### config.mk
export PLATFORM = sky130hd
export DESIGN_NAME = wled_rx
export DESIGN_NICKNAME = d
export VERILOG_FILES = /design/src/rtl/wled_rx.sv
export SDC_FILE = /design/constraint.sdc
export NUM_CORES = 1
export LEC_CHECK = 0
export ABC_AREA = 1
export CELL_PAD_IN_SITES_DETAIL_PLACEMENT = 1
export CELL_PAD_IN_SITES_GLOBAL_PLACEMENT = 1
export CORE_MARGIN = 5
export CORE_UTILIZATION = 25
export CTS_CLUSTER_SIZE = 20
export DETAILED_ROUTE_END_ITERATION = 7
export PLACE_DENSITY = 0.64
export REMOVE_ABC_BUFFERS = 1
export SKIP_CTS_REPAIR_TIMING = 1
export SYNTH_ARGS = -nofsm -noshare
export SYNTH_HDL_FRONTEND = slang
export SYNTH_SLANG_ARGS = --single-unit
### constraint.sdc
create_clock -name clk -period 1.78 [get_ports clk]
set_clock_uncertainty 0.15 [all_clocks]
set_input_delay 0.356 -clock clk [delete_from_list [all_inputs] [get_ports clk]]
set_output_delay 0.356 -clock clk [all_outputs]
set_load 0.02 [all_outputs]
### src/rtl/wled_rx.sv
`default_nettype none
// ============================================================================
// Module   : wled_rx
// Purpose  : WS2812-style single-wire receiver. Decodes a GRB pulse stream
//            into 24-bit pixels, thresholds each colour byte into per-LED
//            green/red/blue bits and latches them once per frame.
// Option   : define WLED_RX_PASSTHRU_EN to forward the pulses that follow
//            this device's NUM_LEDS pixels on data_out (chain mode).
// Revision : 1.0 - initial release
// ============================================================================
module wled_rx #(
    parameter int CLK_MHZ   = 27,
    parameter int NUM_LEDS  = 1,
    parameter int THRESHOLD = 128
) (
    input  logic                clk,
    input  logic                rst,
    input  logic                data_in,
    output logic [NUM_LEDS-1:0] green,
    output logic [NUM_LEDS-1:0] red,
    output logic [NUM_LEDS-1:0] blue,
    output logic [23:0]         rgb_data,
    output logic                pixel_valid,
    output logic [7:0]          pixel_index,
    output logic                frame_done,
    output logic                error,
    output logic                data_out
);

    localparam int C_BIT_THR   = CLK_MHZ * 600 / 1000;
    localparam int C_MAX_HIGH  = CLK_MHZ * 2;
    localparam int C_RESET_CYC = CLK_MHZ * 50;
    localparam int C_LW        = $clog2(C_RESET_CYC + 1);
    localparam int C_HW        = $clog2(C_MAX_HIGH + 1);

    localparam logic [C_LW-1:0] C_LOW_LAST  = C_LW'(C_RESET_CYC - 1);
    localparam logic [C_LW-1:0] C_LOW_SAT   = C_LW'(C_RESET_CYC);
    localparam logic [C_HW-1:0] C_HIGH_LAST = C_HW'(C_MAX_HIGH - 1);
    localparam logic [C_HW-1:0] C_BIT_THR_V = C_HW'(C_BIT_THR);
    localparam logic [7:0]      C_THR       = 8'(THRESHOLD);
`ifdef WLED_RX_PASSTHRU_EN
    localparam logic [7:0]      C_LAST_LED  = 8'(NUM_LEDS - 1);
`endif

    typedef enum logic [1:0] {
        ST_SYNC = 2'd0,
        ST_LOW  = 2'd1,
        ST_HIGH = 2'd2
    } state_t;

    state_t              state_q;
    logic                sync1_q;
    logic                data_s_q;
    logic                data_prev_q;
    logic [C_LW-1:0]     low_cnt_q;
    logic [C_HW-1:0]     high_cnt_q;
    logic [22:0]         shift_q;
    logic [4:0]          bit_cnt_q;
    logic [7:0]          led_idx_q;
    logic                err_frame_q;
    logic [NUM_LEDS-1:0] sh_g_q;
    logic [NUM_LEDS-1:0] sh_r_q;
    logic [NUM_LEDS-1:0] sh_b_q;
`ifdef WLED_RX_PASSTHRU_EN
    logic                fwd_en_q;
    logic                data_out_q;
`endif

    logic        data_rise;
    logic        data_fall;
    logic        bit_val;
    logic [23:0] shift_d;

    assign data_rise = data_s_q & ~data_prev_q;
    assign data_fall = ~data_s_q & data_prev_q;
    // A pulse is a '1' when it stayed high past the bit threshold.
    assign bit_val   = (high_cnt_q > C_BIT_THR_V);
    assign shift_d   = {shift_q, bit_val};

    // Two-flop synchroniser for the asynchronous line plus an edge-detect tap.
    always_ff @(posedge clk) begin
        if (rst) begin
            sync1_q     <= 1'b0;
            data_s_q    <= 1'b0;
            data_prev_q <= 1'b0;
        end else begin
            sync1_q     <= data_in;
            data_s_q    <= sync1_q;
            data_prev_q <= data_s_q;
        end
    end

    // Pulse decoder, pixel assembly, shadow update and frame latch.
    always_ff @(posedge clk) begin
        if (rst) begin
            state_q     <= ST_SYNC;
            low_cnt_q   <= '0;
            high_cnt_q  <= '0;
            shift_q     <= '0;
            bit_cnt_q   <= '0;
            led_idx_q   <= '0;
            err_frame_q <= 1'b0;
            sh_g_q      <= '0;
            sh_r_q      <= '0;
            sh_b_q      <= '0;
            green       <= '0;
            red         <= '0;
            blue        <= '0;
            rgb_data    <= '0;
            pixel_valid <= 1'b0;
            pixel_index <= '0;
            frame_done  <= 1'b0;
            error       <= 1'b0;
`ifdef WLED_RX_PASSTHRU_EN
            fwd_en_q    <= 1'b0;
`endif
        end else begin
            pixel_valid <= 1'b0;
            frame_done  <= 1'b0;
            case (state_q)
                ST_SYNC: begin
`ifdef WLED_RX_PASSTHRU_EN
                    fwd_en_q <= 1'b0;
`endif
                    if (data_s_q) begin
                        low_cnt_q <= '0;
                    end else if (low_cnt_q == C_LOW_LAST) begin
                        // The gap is already counted: park the low counter
                        // saturated so only a real frame can end later.
                        state_q     <= ST_LOW;
                        low_cnt_q   <= C_LOW_SAT;
                        bit_cnt_q   <= '0;
                        led_idx_q   <= '0;
                        err_frame_q <= 1'b0;
                    end else begin
                        low_cnt_q <= low_cnt_q + 1'b1;
                    end
                end
                ST_LOW: begin
                    if (data_rise) begin
                        high_cnt_q <= '0;
                        state_q    <= ST_HIGH;
                    end else if (low_cnt_q == C_LOW_LAST) begin
                        green       <= sh_g_q;
                        red         <= sh_r_q;
                        blue        <= sh_b_q;
                        frame_done  <= 1'b1;
                        low_cnt_q   <= C_LOW_SAT;
                        bit_cnt_q   <= '0;
                        led_idx_q   <= '0;
                        err_frame_q <= 1'b0;
`ifdef WLED_RX_PASSTHRU_EN
                        fwd_en_q    <= 1'b0;
`endif
                        if (bit_cnt_q != 5'd0) begin
                            error <= 1'b1;
                        end else if (!err_frame_q) begin
                            error <= 1'b0;
                        end
                    end else if (low_cnt_q != C_LOW_SAT) begin
                        low_cnt_q <= low_cnt_q + 1'b1;
                    end
                end
                ST_HIGH: begin
                    if (data_fall) begin
                        // The cycle that shows the fall is already low.
                        low_cnt_q <= C_LW'(1);
                        state_q   <= ST_LOW;
                        shift_q   <= shift_d[22:0];
                        if (bit_cnt_q == 5'd23) begin
                            bit_cnt_q   <= '0;
                            rgb_data    <= shift_d;
                            pixel_index <= led_idx_q;
                            pixel_valid <= 1'b1;
                            for (int i = 0; i < NUM_LEDS; i++) begin
                                if (led_idx_q == 8'(i)) begin
                                    sh_g_q[i] <= (shift_d[23:16] >= C_THR);
                                    sh_r_q[i] <= (shift_d[15:8]  >= C_THR);
                                    sh_b_q[i] <= (shift_d[7:0]   >= C_THR);
                                end
                            end
                            if (led_idx_q != 8'hFF) begin
                                led_idx_q <= led_idx_q + 1'b1;
                            end
`ifdef WLED_RX_PASSTHRU_EN
                            if (led_idx_q == C_LAST_LED) begin
                                fwd_en_q <= 1'b1;
                            end
`endif
                        end else begin
                            bit_cnt_q <= bit_cnt_q + 1'b1;
                        end
                    end else if (high_cnt_q == C_HIGH_LAST) begin
                        // Line stuck high: drop the partial pixel and resync.
                        error       <= 1'b1;
                        err_frame_q <= 1'b1;
                        bit_cnt_q   <= '0;
                        low_cnt_q   <= '0;
                        state_q     <= ST_SYNC;
                    end else begin
                        high_cnt_q <= high_cnt_q + 1'b1;
                    end
                end
                default: begin
                    state_q <= ST_SYNC;
                end
            endcase
        end
    end

`ifdef WLED_RX_PASSTHRU_EN
    // Forward the synchronised line once our own pixels have been consumed.
    always_ff @(posedge clk) begin
        if (rst) begin
            data_out_q <= 1'b0;
        end else begin
            data_out_q <= data_s_q & fwd_en_q;
        end
    end

    assign data_out = data_out_q;
`else
    assign data_out = 1'b0;
`endif

endmodule
`default_nettype wire

==> flow_summary.yaml <==
logic_synthesis:
  synthTopCellsByArea: "dfxtp_1 44%, nand2_1 8.5%, inv_1 7.2%"
  syn-cell-area_um2: 4570
  synth_top_cell_by_area: "dfxtp_1"
  synth_cell_types: 34
  yosysTopAreaCellShare: 0.438
  synth-seq-cells: 100
  yosysWarnings: 0
  synthTopCellsByCount: "104 x nand2_1, 100 x dfxtp_1, 88 x inv_1, 53 x a21oi_1, 53 x nand3_1"
  avgSynthCellArea_um2: 7.29
  async_flop_share: 0
  ys_seq_area_frac: 0.438
  ys.flop_type: "dfxtp_1"
  netlist_instances: 627
  synth_edf_count: 0
  yosysMostFrequentCell: "nand2_1"
sta:
  worst_hold_slack_ns: 0.254
  fin_crit_sh: 1.04
  period_needed_ns: 1.86
  fmax_ghz: 0.538
  setup-violations-final: 14
  grt_setup_unrepaired: "true"
  slew_viol_final: 0
  timing.final.ws_setup_ns: -0.0775
  hold_viol_final: 0
global_routing:
  track_usage: 0.127
  grt_pass1_vias: 4633
  overflow: 0
  grt_start_max_net_pins: 48
  grt_first_pass_wirelength_mm: 22.7
  antenna_found_initial: 0
worst_setup_path:
  cp_slowest_stage_delay_ns: 0.38
  arrival_ns: 1.96
  path_max_fanout: 7
  crit_buf_inv: 6
  cp-end-kind: "register"
  critPathTopFamily: "buffers and inverters"
  crit_cells: 13
  critPathRequiredTime_ns: 1.88
  criticalPathCategory: "reg2reg"
  timing.rr.start: "state_q[0]"
  cp_cell_sequence: "clkinvlp_4 -> ha_4 -> inv_2 -> nand2_2 -> o21ai_2 -> inv_1 -> nand2_2 -> inv_4 -> nand2_8 -> buf_6 -> o21ai_1 -> nand2_1 -> inv_1"
  ff2ff_setup_slack_ns: -0.08
  r2r-end: "low_cnt_q[9]"
  slowest_stage: "dfxtp_4"
  reg2reg_depth: 13
  start_kind: "register"
clock_tree:
  cts-root-buf: "clkbuf_16"
  h-tree-depth: 3
  cts_buffers: 9
  clock_latency_ns: 0.35
  tritoncts: "done"
  cts_sinks: 100
  clockBufferDepth: 2
  clkTransAtPathRegs_ns: 0.07
outcome:
  outcome: "complete, but fails checks"
  failed_checks: "setup timing"
place:
  dp_slack_ns: -0.188
  hpwl_mm: 9.82
  dp.cells: 931
  gp_congestion: 0.766
  portBuffers: 40
floorplanning:
  die_area_um2: 21100
  fp.dieH_um: 145
  io_pins: 42
  coreArea_um2: 18000
  die_w_um: 145
  start_util: 0.255
  fp-row-count: 49
route:
  via_per_inst: 4.70
  wirelength_mm: 14.3
  drt-pass1-iter-count: 4
  drc: 0
  vias: 4511
  drt-initial-drc-count: 140
  wl_per_cell_um: 14.9
  ant_nets: 0
hold_path:
  hold_class: "reg2reg"
  hold_depth: 2
  hp-start: "sync1_q"
  holdPathEnd: "data_s_q"
layout:
  fin_nets: 744
  stdcell_count: 960
  synthToLayoutAreaGrowth_pct: 45.8
  drive_gt1_frac: 0.254
  diodes: 0
power_and_ir_drop:
  peakVddDrop_mv: 0.367
  power.total_uw: 4670
  p_per_area_nw_per_um2: 700
  p_leak_uw: 0.00334
flow_run:
  cap_viol_max_count: 0
cell usage in the layout (no fill, tap or decap), drive strengths merged:
| cell type | count |
|---|---|
| clkinv | 1 |
| a211oi | 3 |
| buf | 73 |
| nand2 | 110 |
| dlymetal6s2s | 38 |
| o21bai | 1 |
| xnor2 | 1 |
| nor2 | 57 |
| bufinv | 2 |
| clkinvlp | 1 |
| clkdlybuf4s50 | 2 |
| conb | 1 |
| ha | 15 |
| inv | 96 |
| o21a | 1 |
| a31oi | 1 |
| clkbuf | 10 |
| nand3 | 56 |
| dfxtp | 100 |
| nor3 | 9 |
| o21ai | 73 |
| xor2 | 3 |
| o211ai | 2 |
| a21oi | 53 |
| nand4 | 22 |
sequential cells by signal, summed over array words and instances, names as in the netlist, 2 cells and up:
| signal | cells |
|---|---|
| bit_cnt_q | 5 |
| high_cnt_q | 6 |
| led_idx_q | 8 |
| low_cnt_q | 11 |
| pixel_index | 8 |
| rgb_data | 24 |
| shift_q | 23 |
| state_q | 2 |
worst min-delay path: cells and delay by family, from the launching register on:
family                 cells  cell delay, ns
flip-flops                 1            0.30
buffers and inverters      1            0.04
AND/OR/NAND/NOR            1            0.03
per-stage QoR:
stage	setup TNS [ns]	instance area [um^2]	util
after floorplan	-13.83	4450	-
after global placement	-0.958	5670	0.316
after detailed placement	-4.85	5670	0.316
after CTS	-9.02	6010	0.335
after global routing	-3.18	6670	0.371
final	-0.465	6670	0.371
logic make-up (layout without fill, tap and decap cells):
logic type / after synthesis / after routing / share of synthesized area
other cells: 1 / 1 / 0.000820
compound gates: 134 / 134 / 0.153
flops: 100 / 100 / 0.438
xor+xnor: 4 / 4 / 0.00766
simple gates: 253 / 254 / 0.256
fa+ha+maj: 15 / 15 / 0.0411
buf+inv: 120 / 223 / 0.104
power by group:
group	internal [uW]	switching, uW
Sequential	2240	9.73
Combinational	67.7	101
Clock	1300	951
Total	3610	1060
worst max path at each step:
stage / start / endpoint / slack, ns
after floorplan: state_q[0] / led_idx_q[1] / -0.40
after global placement: state_q[1] / bit_cnt_q[4] / -0.11
after detailed placement: state_q[1] / high_cnt_q[3] / -0.19
after CTS: state_q[1] / bit_cnt_q[0] / -0.21
after global routing: state_q[0] / low_cnt_q[10] / -0.18
final: state_q[0] / low_cnt_q[9] / -0.08
layer usage:
layer,global-route usage,up-vias,wire length (um)
li1,-,2247,-
met1,0.156,2204,6290
met2,0.225,46,7470
met3,0.0262,14,352
met4,0.0340,0,193
met5,0,-,0
final cells by class:
type	count	area, um^2
Tap cell	229	287
Sequential cell	100	2020
Timing Repair Buffer	113	1190
Clock buffer	10	239
Fill cell	2120	11300
Multi-Input combinational cell	408	2460
Inverter	94	372
Clock inverter	6	103
Note: power is estimated with default switching activity, not from simulation.
